<file path="src/rtl/mdio_master_if.sv">
`default_nettype none
// ============================================================================
//  Module   : mdio_master_if
//  Purpose  : Command/response bundle between a management host and the
//             MDIO master engine.
//  Revision : 1.0
// ============================================================================
interface mdio_master_if;
    logic        cmd_valid;
    logic        cmd_ready;
    logic        cmd_read;
    logic        cmd_phyad_en;
    logic [4:0]  cmd_phyad;
    logic [4:0]  cmd_regad;
    logic [15:0] cmd_wdata;
    logic        rsp_valid;
    logic [15:0] rsp_rdata;
    logic        rsp_err;

    modport master (
        output cmd_valid, cmd_read, cmd_phyad_en, cmd_phyad, cmd_regad, cmd_wdata,
        input  cmd_ready, rsp_valid, rsp_rdata, rsp_err
    );

    modport slave (
        input  cmd_valid, cmd_read, cmd_phyad_en, cmd_phyad, cmd_regad, cmd_wdata,
        output cmd_ready, rsp_valid, rsp_rdata, rsp_err
    );
endinterface
`default_nettype wire

</file>
<file path="src/rtl/mdio_master.sv">
`default_nettype none
// ============================================================================
//  Module   : mdio_master
//  Purpose  : Clause-22 MDIO management master: one read or write frame
//             (preamble, header, turnaround, data, end bit) per command.
//  Revision : 1.0
// ============================================================================
module mdio_master #(
    parameter int         CLK_DIV     = 20,
    parameter logic [4:0] PHY_ADR_DEF = 5'h4
) (
    input  wire logic     ACLK,
    input  wire logic     ARESET,
    mdio_master_if.slave  cmd_if,
    output logic          MDC,
    output logic          MDIO_O,
    output logic          MDIO_OE,
    input  wire logic     MDIO_I
);

    typedef enum logic [2:0] {
        S_IDLE = 3'd0,
        S_PRE  = 3'd1,
        S_HDR  = 3'd2,
        S_TA   = 3'd3,
        S_DATA = 3'd4,
        S_END  = 3'd5
    } state_t;

    localparam logic [7:0] c_DIV_LAST = 8'(CLK_DIV - 1);

    state_t      r_state;
    state_t      w_state_nxt;
    logic [7:0]  r_div_cnt;
    logic        r_mdc;
    logic [5:0]  r_bit_cnt;
    logic        r_read;
    logic [29:0] r_tx;
    logic [15:0] r_rx;
    logic        r_ta_err;
    logic        r_rsp_valid;
    logic [15:0] r_rsp_rdata;
    logic        r_rsp_err;

    logic        w_accept;
    logic        w_bit_end;
    logic        w_sample;
    logic        w_last_bit;
    logic [5:0]  w_last_idx;
    logic [4:0]  w_phyad;

    assign w_accept  = cmd_if.cmd_valid && (r_state == S_IDLE);
    assign w_bit_end = (r_state != S_IDLE) && r_mdc && (r_div_cnt == c_DIV_LAST);
    assign w_sample  = (r_state != S_IDLE) && r_mdc && (r_div_cnt == 8'd0);
    assign w_phyad   = cmd_if.cmd_phyad_en ? cmd_if.cmd_phyad : PHY_ADR_DEF;

    always_comb begin
        w_last_idx = 6'd0;
        case (r_state)
            S_PRE:   w_last_idx = 6'd31;
            S_HDR:   w_last_idx = 6'd13;
            S_TA:    w_last_idx = 6'd1;
            S_DATA:  w_last_idx = 6'd15;
            default: w_last_idx = 6'd0;
        endcase
    end

    assign w_last_bit = (r_bit_cnt == w_last_idx);

    always_ff @(posedge ACLK) begin
        if (ARESET) begin
            r_state <= S_IDLE;
        end else begin
            r_state <= w_state_nxt;
        end
    end

    // Next state plus the pad drive; pad values are pure functions of the
    // registered state, so they only move when a new bit period starts.
    always_comb begin
        w_state_nxt = r_state;
        MDIO_O      = 1'b1;
        MDIO_OE     = 1'b0;
        case (r_state)
            S_IDLE: begin
                if (cmd_if.cmd_valid) w_state_nxt = S_PRE;
            end
            S_PRE: begin
                MDIO_OE = 1'b1;
                if (w_bit_end && w_last_bit) w_state_nxt = S_HDR;
            end
            S_HDR: begin
                MDIO_O  = r_tx[29];
                MDIO_OE = 1'b1;
                if (w_bit_end && w_last_bit) w_state_nxt = S_TA;
            end
            S_TA: begin
                if (!r_read) begin
                    MDIO_O  = (r_bit_cnt == 6'd0);
                    MDIO_OE = 1'b1;
                end
                if (w_bit_end && w_last_bit) w_state_nxt = S_DATA;
            end
            S_DATA: begin
                if (!r_read) begin
                    MDIO_O  = r_tx[29];
                    MDIO_OE = 1'b1;
                end
                if (w_bit_end && w_last_bit) w_state_nxt = S_END;
            end
            S_END: begin
                if (w_bit_end) w_state_nxt = S_IDLE;
            end
            default: w_state_nxt = S_IDLE;
        endcase
    end

    // Half-period divider: r_mdc is the MDC level, toggled every CLK_DIV cycles.
    always_ff @(posedge ACLK) begin
        if (ARESET) begin
            r_div_cnt <= 8'd0;
            r_mdc     <= 1'b0;
            r_bit_cnt <= 6'd0;
        end else if (w_accept) begin
            r_div_cnt <= 8'd0;
            r_mdc     <= 1'b0;
            r_bit_cnt <= 6'd0;
        end else if (r_state != S_IDLE) begin
            if (r_div_cnt == c_DIV_LAST) begin
                r_div_cnt <= 8'd0;
                r_mdc     <= ~r_mdc;
            end else begin
                r_div_cnt <= r_div_cnt + 8'd1;
            end
            if (w_bit_end) begin
                r_bit_cnt <= w_last_bit ? 6'd0 : r_bit_cnt + 6'd1;
            end
        end
    end

    // r_tx holds header then write data; it shifts only through HDR and DATA,
    // so write data is at the top of the register when DATA begins.
    always_ff @(posedge ACLK) begin
        if (ARESET) begin
            r_read      <= 1'b0;
            r_tx        <= 30'd0;
            r_rx        <= 16'd0;
            r_ta_err    <= 1'b0;
            r_rsp_valid <= 1'b0;
            r_rsp_rdata <= 16'd0;
            r_rsp_err   <= 1'b0;
        end else begin
            r_rsp_valid <= 1'b0;
            if (w_accept) begin
                r_read   <= cmd_if.cmd_read;
                r_tx     <= {2'b01, (cmd_if.cmd_read ? 2'b10 : 2'b01), w_phyad,
                             cmd_if.cmd_regad, cmd_if.cmd_wdata};
                r_ta_err <= 1'b0;
            end
            if (w_bit_end && ((r_state == S_HDR) || (r_state == S_DATA))) begin
                r_tx <= {r_tx[28:0], 1'b0};
            end
            if (w_sample && r_read) begin
                if ((r_state == S_TA) && (r_bit_cnt == 6'd1)) begin
                    r_ta_err <= MDIO_I;
                end
                if (r_state == S_DATA) begin
                    r_rx <= {r_rx[14:0], MDIO_I};
                end
            end
            if (w_bit_end && (r_state == S_END)) begin
                r_rsp_valid <= 1'b1;
                if (r_read) begin
                    r_rsp_rdata <= r_rx;
                    r_rsp_err   <= r_ta_err;
                end else begin
                    r_rsp_err   <= 1'b0;
                end
            end
        end
    end

    assign MDC              = r_mdc;
    assign cmd_if.cmd_ready = (r_state == S_IDLE);
    assign cmd_if.rsp_valid = r_rsp_valid;
    assign cmd_if.rsp_rdata = r_rsp_rdata;
    assign cmd_if.rsp_err   = r_rsp_err;

endmodule
`default_nettype wire

</file>
<file path="src/flat_wrapper.sv">
// flat-port wrapper written by rule: the top's interface ports become plain ports
module mdio_master_flat 
#(
    parameter int         CLK_DIV     = 20,
    parameter logic [4:0] PHY_ADR_DEF = 5'h4
)
  (ACLK, ARESET, MDC, MDIO_O, MDIO_OE, MDIO_I, cmd_if_cmd_valid, cmd_if_cmd_read, cmd_if_cmd_phyad_en, cmd_if_cmd_phyad, cmd_if_cmd_regad, cmd_if_cmd_wdata, cmd_if_cmd_ready, cmd_if_rsp_valid, cmd_if_rsp_rdata, cmd_if_rsp_err);
  mdio_master_if cmd_if_i ();
  input  wire logic ACLK;
  input  wire logic ARESET;
  output logic MDC;
  output logic MDIO_O;
  output logic MDIO_OE;
  input  wire logic MDIO_I;
  input wire logic [$bits(cmd_if_i.cmd_valid)-1:0] cmd_if_cmd_valid;
  input wire logic [$bits(cmd_if_i.cmd_read)-1:0] cmd_if_cmd_read;
  input wire logic [$bits(cmd_if_i.cmd_phyad_en)-1:0] cmd_if_cmd_phyad_en;
  input wire logic [$bits(cmd_if_i.cmd_phyad)-1:0] cmd_if_cmd_phyad;
  input wire logic [$bits(cmd_if_i.cmd_regad)-1:0] cmd_if_cmd_regad;
  input wire logic [$bits(cmd_if_i.cmd_wdata)-1:0] cmd_if_cmd_wdata;
  output wire logic [$bits(cmd_if_i.cmd_ready)-1:0] cmd_if_cmd_ready;
  output wire logic [$bits(cmd_if_i.rsp_valid)-1:0] cmd_if_rsp_valid;
  output wire logic [$bits(cmd_if_i.rsp_rdata)-1:0] cmd_if_rsp_rdata;
  output wire logic [$bits(cmd_if_i.rsp_err)-1:0] cmd_if_rsp_err;
  assign cmd_if_i.cmd_valid = cmd_if_cmd_valid;
  assign cmd_if_i.cmd_read = cmd_if_cmd_read;
  assign cmd_if_i.cmd_phyad_en = cmd_if_cmd_phyad_en;
  assign cmd_if_i.cmd_phyad = cmd_if_cmd_phyad;
  assign cmd_if_i.cmd_regad = cmd_if_cmd_regad;
  assign cmd_if_i.cmd_wdata = cmd_if_cmd_wdata;
  assign cmd_if_cmd_ready = cmd_if_i.cmd_ready;
  assign cmd_if_rsp_valid = cmd_if_i.rsp_valid;
  assign cmd_if_rsp_rdata = cmd_if_i.rsp_rdata;
  assign cmd_if_rsp_err = cmd_if_i.rsp_err;
  mdio_master #(.CLK_DIV(CLK_DIV), .PHY_ADR_DEF(PHY_ADR_DEF)) u_core (.ACLK(ACLK), .ARESET(ARESET), .cmd_if(cmd_if_i), .MDC(MDC), .MDIO_O(MDIO_O), .MDIO_OE(MDIO_OE), .MDIO_I(MDIO_I));
endmodule
</file>
<file path="config.mk">
export PLATFORM = sky130hd
export DESIGN_NAME = mdio_master_flat
export DESIGN_NICKNAME = d
export VERILOG_FILES = /design/src/rtl/mdio_master_if.sv /design/src/rtl/mdio_master.sv /design/src/flat_wrapper.sv
export SDC_FILE = /design/constraint.sdc
export NUM_CORES = 1
export LEC_CHECK = 0
export CAP_MARGIN = 20
export CORE_UTILIZATION = 45
export CTS_BUF_LIST = sky130_fd_sc_hd__clkbuf_8 sky130_fd_sc_hd__clkbuf_16
export DETAILED_ROUTE_END_ITERATION = 6
export GPL_TIMING_DRIVEN = 0
export PLACE_DENSITY = 0.67
export REMOVE_ABC_BUFFERS = 1
export SLEW_MARGIN = 25
export SYNTH_ARGS = -nofsm -noshare
export SYNTH_HDL_FRONTEND = slang
export SYNTH_SLANG_ARGS = --single-unit
</file>
<file path="constraint.sdc">
create_clock -name ACLK -period 3.5 [get_ports ACLK]
set_clock_uncertainty 0.1 [all_clocks]
set_input_delay 0.7 -clock ACLK [delete_from_list [all_inputs] [get_ports ACLK]]
set_output_delay 0.7 -clock ACLK [all_outputs]
set_load 0.01 [all_outputs]
</file>
Word-level counts from Yosys, hierarchy flattened --
Cells that the tools add are included.
Word-level totals: register bits after elaboration 84, bits in latches 0, RAM bits 0, ROM bits 0, output and inout bits 22, logic and storage cells 77, memories kept 0
Cells by class: add/sub/neg operators 2, $mul 0, div/mod/pow operators 0, $lt $le $gt $ge 0, eq/ne operators 14, shift operators 0, multiplexer cells 24, bitwise logic cells 1, reductions and logical operators 24
Operators with widths (count):
- 30-bit 2-to-1 mux | 2
- 5-bit case mux with 4 select lines | 1
- 3-bit 2-to-1 mux | 6
- 3-bit case mux with 6 select lines | 1
- 2-bit by 1-bit != test with 1-bit output, second input constant | 5
- 1-bit logical AND | 9
- 8-bit by 1-bit adder with 8-bit output, second input constant | 1
- 8-bit by 5-bit equality test with 1-bit output, second input constant | 1
- 8-bit zero test | 1
- 1-bit 2-to-1 mux | 8
- 8-bit 2-to-1 mux | 1
- 2-bit AND reduction | 4
- 2-bit OR reduction | 4
- 6-bit by 1-bit adder with 6-bit output, second input constant | 1
- 3-bit by 2-bit equality test with 1-bit output, second input constant | 2
- 3-bit equality test, second input constant | 2
- 6-bit by 1-bit equality test with 1-bit output, second input constant | 1
- 6-bit by 5-bit equality test with 1-bit output | 1
- 6-bit zero test | 1
- 6-bit 2-to-1 mux | 1
- 6-bit AND reduction | 1
- 5-bit 2-to-1 mux | 1
- 3-bit by 1-bit equality test with 1-bit output, second input constant | 1
- 3-bit zero test | 1
- other kinds (8) | 8

Depth between registers and ports, before layout --
depth after elaboration 6, gate-level depth with buffers 8, gate-level depth less buffers 7

Worst setup path after synthesis --
Ideal clock, no wire load.
path type reg2reg, start point reg u_core.r_div_cnt[2], end point reg u_core.r_bit_cnt[3], arrival 2031 ps, required time 3285 ps, path slack 1254 ps, cell stages (with the launch flop) 7, path buffers 1, period minus slack after synthesis 2246 ps, cell sequence dfxtp_1 > or4_4 > nor4b_4 > buf_6 > and2_2 > mux2_2 > o21a_1
Between the ends: longest elaborated chain between the ends 3
Ends and longest elaborated chain:
- start: declaration | RTL line mdio_master.sv:34 | logic [7:0] r_div_cnt;
- start signal: assignment | RTL line mdio_master.sv:133 | r_div_cnt <= r_div_cnt + 8'd1;
- 8-bit by 5-bit equality test with 1-bit output | RTL line mdio_master.sv:53 | assign w_bit_end = (r_state != S_IDLE) && r_mdc && (r_div_cnt == c_DIV_LAST);
- 1-bit logical AND | RTL line mdio_master.sv:53
- 2-bit AND reduction (no line)
- end signal: assignment | RTL line mdio_master.sv:136 | r_bit_cnt <= w_last_bit ? 6'd0 : r_bit_cnt + 6'd1;
- end: declaration | RTL line mdio_master.sv:36 | logic [5:0] r_bit_cnt;
Every way passes these cells. A chain may end at the register's enable or synchronous reset.

Worst setup path after layout --
start point reg u_core.r_state[2], end point out MDIO_O
Between the ends: longest elaborated chain between the ends 2, elaborated cells on any way between the ends 4, those cells by class 3 x eq/ne; 1 x mux
Ends and longest elaborated chain:
- start: declaration | RTL line mdio_master.sv:32 | state_t r_state;
- start signal: assignment | RTL line mdio_master.sv:74 | r_state <= w_state_nxt;
- 3-bit equality test / 3-bit by 2-bit equality test with 1-bit output (equally long branches) | RTL line mdio_master.sv:84 | case (r_state)
- 1-bit case mux with 3 select lines * | RTL line mdio_master.sv:84
- end: declaration | RTL line flat_wrapper.sv:12 | output logic MDIO_O;
Every way passes the cells marked *; elsewhere a longest branch is shown, timed or not.

==> results summary <==
The die height is between 90 and 100 µm. Leaving out fill and tap cells, the most frequent cell in the layout is dfxtp_1. The finished cells cover 0.00452 mm². Counting flops with a built-in enable in the synthesized netlist gives 0. The DRC marker count from the first detailed-route iteration came out at 141. The count of mapped cells out of synthesis came out at 416.

By startpoint and endpoint, the worst setup path is classified as register to primary output. The flow ran to the end, and the final reports show no timing, DRC or antenna violations. The routed length on met2 came out at 3730 µm. Among all flip-flop cells after synthesis, the most frequent one is dfxtp_1.

The clock insertion delay at the later pin of the skew report is 0.35 ns. The routed design uses 531 µm of met3 wire. The remaining design rule violation count is 0.

For the pin with the worst max-slew slack, the measured transition is 0.945 ns. The number of buffers inserted by port buffering came out at 53. The maximum count of clock buffers along a single path came out at 2. The H-tree was split into 3 levels. The remaining global-route overflow came out at 0. The via count of the first global-routing pass is 2889.

The number of vias per cell after detailed routing came out at 5.46. The kind of start point of the critical path is a register. The half-perimeter wire length after detailed placement came out at 5170 µm. The highest net fanout along the worst path is 17. The last weighted congestion value of the routability-driven placer came out at 0.789. The number of cells in the design after placement is 547. The CTS tree is yes.

Tracing the worst setup path back leads to its startpoint at u_core.r_state[2]$_SDFFE_PP0P_. After the last flow step, the layout net total stands at 493. The min-delay analysis places its worst path in the category register to register. The layout cell share with drive strength beyond 1 came out at 7.39%. Of the synthesized area, sequential elements account for 45.2%. The area of the placeable core is 0.00785 mm². The count of synthesis-stage warnings from yosys is 0. The top cell types in the final layout, fill and taps aside, are dfxtp_1 (84), nor2_1 (57), clkdlybuf4s50_1 (52), nand2_1 (46). After clock tree synthesis, the clock-pin slew on the worst setup and hold paths is 0.08 ns. At the worst endpoint, the required time is around 2.7 ns. In this run the worst setup path terminates at MDIO_O. The leakage power total is roughly 1.7 nW. The number of iterations in the first detailed-routing pass came out at 4. The post-cts hold buffer count came out at 0. Synthesis instantiated 53 different standard cells from the library. The count of final setup violators came out at 0. The tree is rooted in a clkbuf_8. The area of the die came out at ~0.0086 mm².

The area added between synthesis and finish is 21.6%. The non-filler instance count after layout is ~560. The number of nets with antenna violations after routing is 0. The worst register-to-register path has a depth of 7.

The final core utilization came out at 57.6%. The placed standard-cell area came out at 0.00429 mm². The reg2reg setup slack is 0.69 ns. The kind of end point of the critical path is a primary output. The overall track demand over capacity in global routing is 19.6%. The max-slew violation count came to 0. 54 I/O pins were placed. After detailed routing, the average wire length per cell comes to 13.8 µm. In this run the top signal layer used is met4. The fraction of registers with async set or reset after synthesis is 0%. The synthesized area per cell is 8.94 µm². The number of gates given a new drive strength after cts is 0. The worst supply voltage drop on vdd is about 0.00027 V. The signal arrival time at the worst endpoint came out at about 2.3 ns. Timing would allow up to ~320 MHz. Wires add up to 7740 µm.

The width of the die is 92.9 µm. The antenna diode count came out at 0. The final hold violation count came out at 0.

After synthesis the cells add up to 0.00372 mm². The post-CTS setup repair buffer count came out at 0. The number of buffers created by CTS came out at 9. For this block, wires on met1 add up to 3410 µm. Entering global routing, the biggest net connects 65 pins.

The minimum clock period after layout is a little over 3 ns. The initial antenna violation count came out at 0. The number of standard-cell rows in the floorplan is 32.

The critical register-to-register path startpoint is u_core.r_state[0]$_SDFFE_PP0P_. The initial standard-cell utilization of the core came out at 47.4%. The max-capacitance violation count is 0.

Setup repair after global routing left no endpoint under its margin. The relative slew slack came out at between 30 and 40%. The number of vias after detailed routing came out at 3066.

The power density of the placed cells came out at 425 mW/mm². The number of clock sinks came out at 84. Counting flops and latches in the post-synthesis netlist gives 84. The first-pass GRT wire length is 13400 µm. The final period utilization came out at between 80% and 90%. The worst register-to-register path ends at u_core.r_tx[13]$_SDFFE_PP0P_.
-- state kept, by name, indices dropped and copies added (netlist names) --
register,cells
u_core.r_state,3
u_core.r_ta_err,1
u_core.cmd_if.rsp_err,1
u_core.MDC,1
u_core.r_rx,16
u_core.r_tx,30
u_core.cmd_if.rsp_rdata,16
u_core.r_bit_cnt,6
u_core.cmd_if.rsp_valid,1
u_core.r_div_cnt,8
u_core.r_read,1
-- cells in the mapped netlist (all sizes together) (2+ instances only) --
cell type	count	area, µm²
ha	5	62.6
o21ai	5	25.0
xnor2	3	26.3
nor2	57	214
a221oi	2	17.5
a211o	2	17.5
a31oi	5	31.3
dfxtp	84	1680
nand4	7	58.8
clkbuf	16	60.1
mux2i	35	350
nor2b	3	18.8
a21oi	37	189
nand2	47	184
and2	5	32.5
nand3	16	80.1
a22oi	20	150
buf	12	90.1
or3	3	18.8
inv	6	22.5
xor2	7	61.3
nand4b	3	26.3
nand2b	4	25.0
o211ai	2	15.0
and3	2	12.5
nor4	3	33.8
nor3	7	35.0
-- metrics by stage --
step	total power (W)	setup slack [ns]	setup TNS (ns)	hold slack, ns
6_report	0.00192	0.385	0	0.354
5_1_grt	0.00200	0.281	0	0.365
4_1_cts	0.00195	0.332	0	0.355
3_5_place_dp	0.00115	0.376	0	0.347
3_3_place_gp	0.00114	-0.395	-11.64	0.341
2_1_floorplan	0.00107	0.599	0	0.326
-- how the worst min path moves through the flow --
| stage | start | to | slack (ns) | cells after the start |
|---|---|---|---|---|
| global placement | u_core.r_tx[25]$_SDFFE_PP0P_ | u_core.r_tx[26]$_SDFFE_PP0P_ | 0.34 | 2 |
| CTS | u_core.r_tx[25]$_SDFFE_PP0P_ | u_core.r_tx[26]$_SDFFE_PP0P_ | 0.36 | 2 |
| detailed placement | u_core.r_tx[20]$_SDFFE_PP0P_ | u_core.r_tx[20]$_SDFFE_PP0P_ | 0.35 | 2 |
| floorplan | u_core.r_tx[25]$_SDFFE_PP0P_ | u_core.r_tx[26]$_SDFFE_PP0P_ | 0.33 | 2 |
| global route | u_core.r_tx[25]$_SDFFE_PP0P_ | u_core.r_tx[26]$_SDFFE_PP0P_ | 0.37 | 2 |
| finish | u_core.r_tx[25]$_SDFFE_PP0P_ | u_core.r_tx[26]$_SDFFE_PP0P_ | 0.35 | 2 |
-- final cells by class --
class                      instances  area [µm²]
inverter                           6        22.5
fill                             760        3330
sequential                        84        1680
timing repair buffer              57         586
tap                              102         128
clock buffer                      12         165
clock inverter                     3        68.8
multi-input combinational        298        1870
-- metal layers --
metal  track usage, %  up-vias
met5                0        -
met4             4.74        0
met3             7.88        8
met2             32.4       65
met1             23.7     1443
li1                 -     1550
-- critical path: stages, from the launching register on --
cell             delay, ns
dfxtp_1               0.65
or3b_1                0.50
o32a_1                0.33
clkdlybuf4s50_1       0.48
-- power breakdown --
part / total [W] / leakage, nW / internal [W] / switching, W
registers: 0.000993 / 0.681 / 0.000977 / 0.0000169
clock network: 0.000794 / 0.119 / 0.000458 / 0.000336
logic: 0.000136 / 0.867 / 0.0000665 / 0.0000692
-- kinds of logic after synthesis --
kind of cell | count (synthesis) | synth area share [%]
adder cells (fa/ha/maj) | 5 | 1.68
buffers and inverters | 34 | 4.64
AND/OR/NAND/NOR | 162 | 21.4
multiplexers | 36 | 9.72
XOR/XNOR | 10 | 2.36
flip-flops | 84 | 45.2
AO/OA/AOI/OAI | 85 | 14.9
Power figures use the tool's default switching activity.
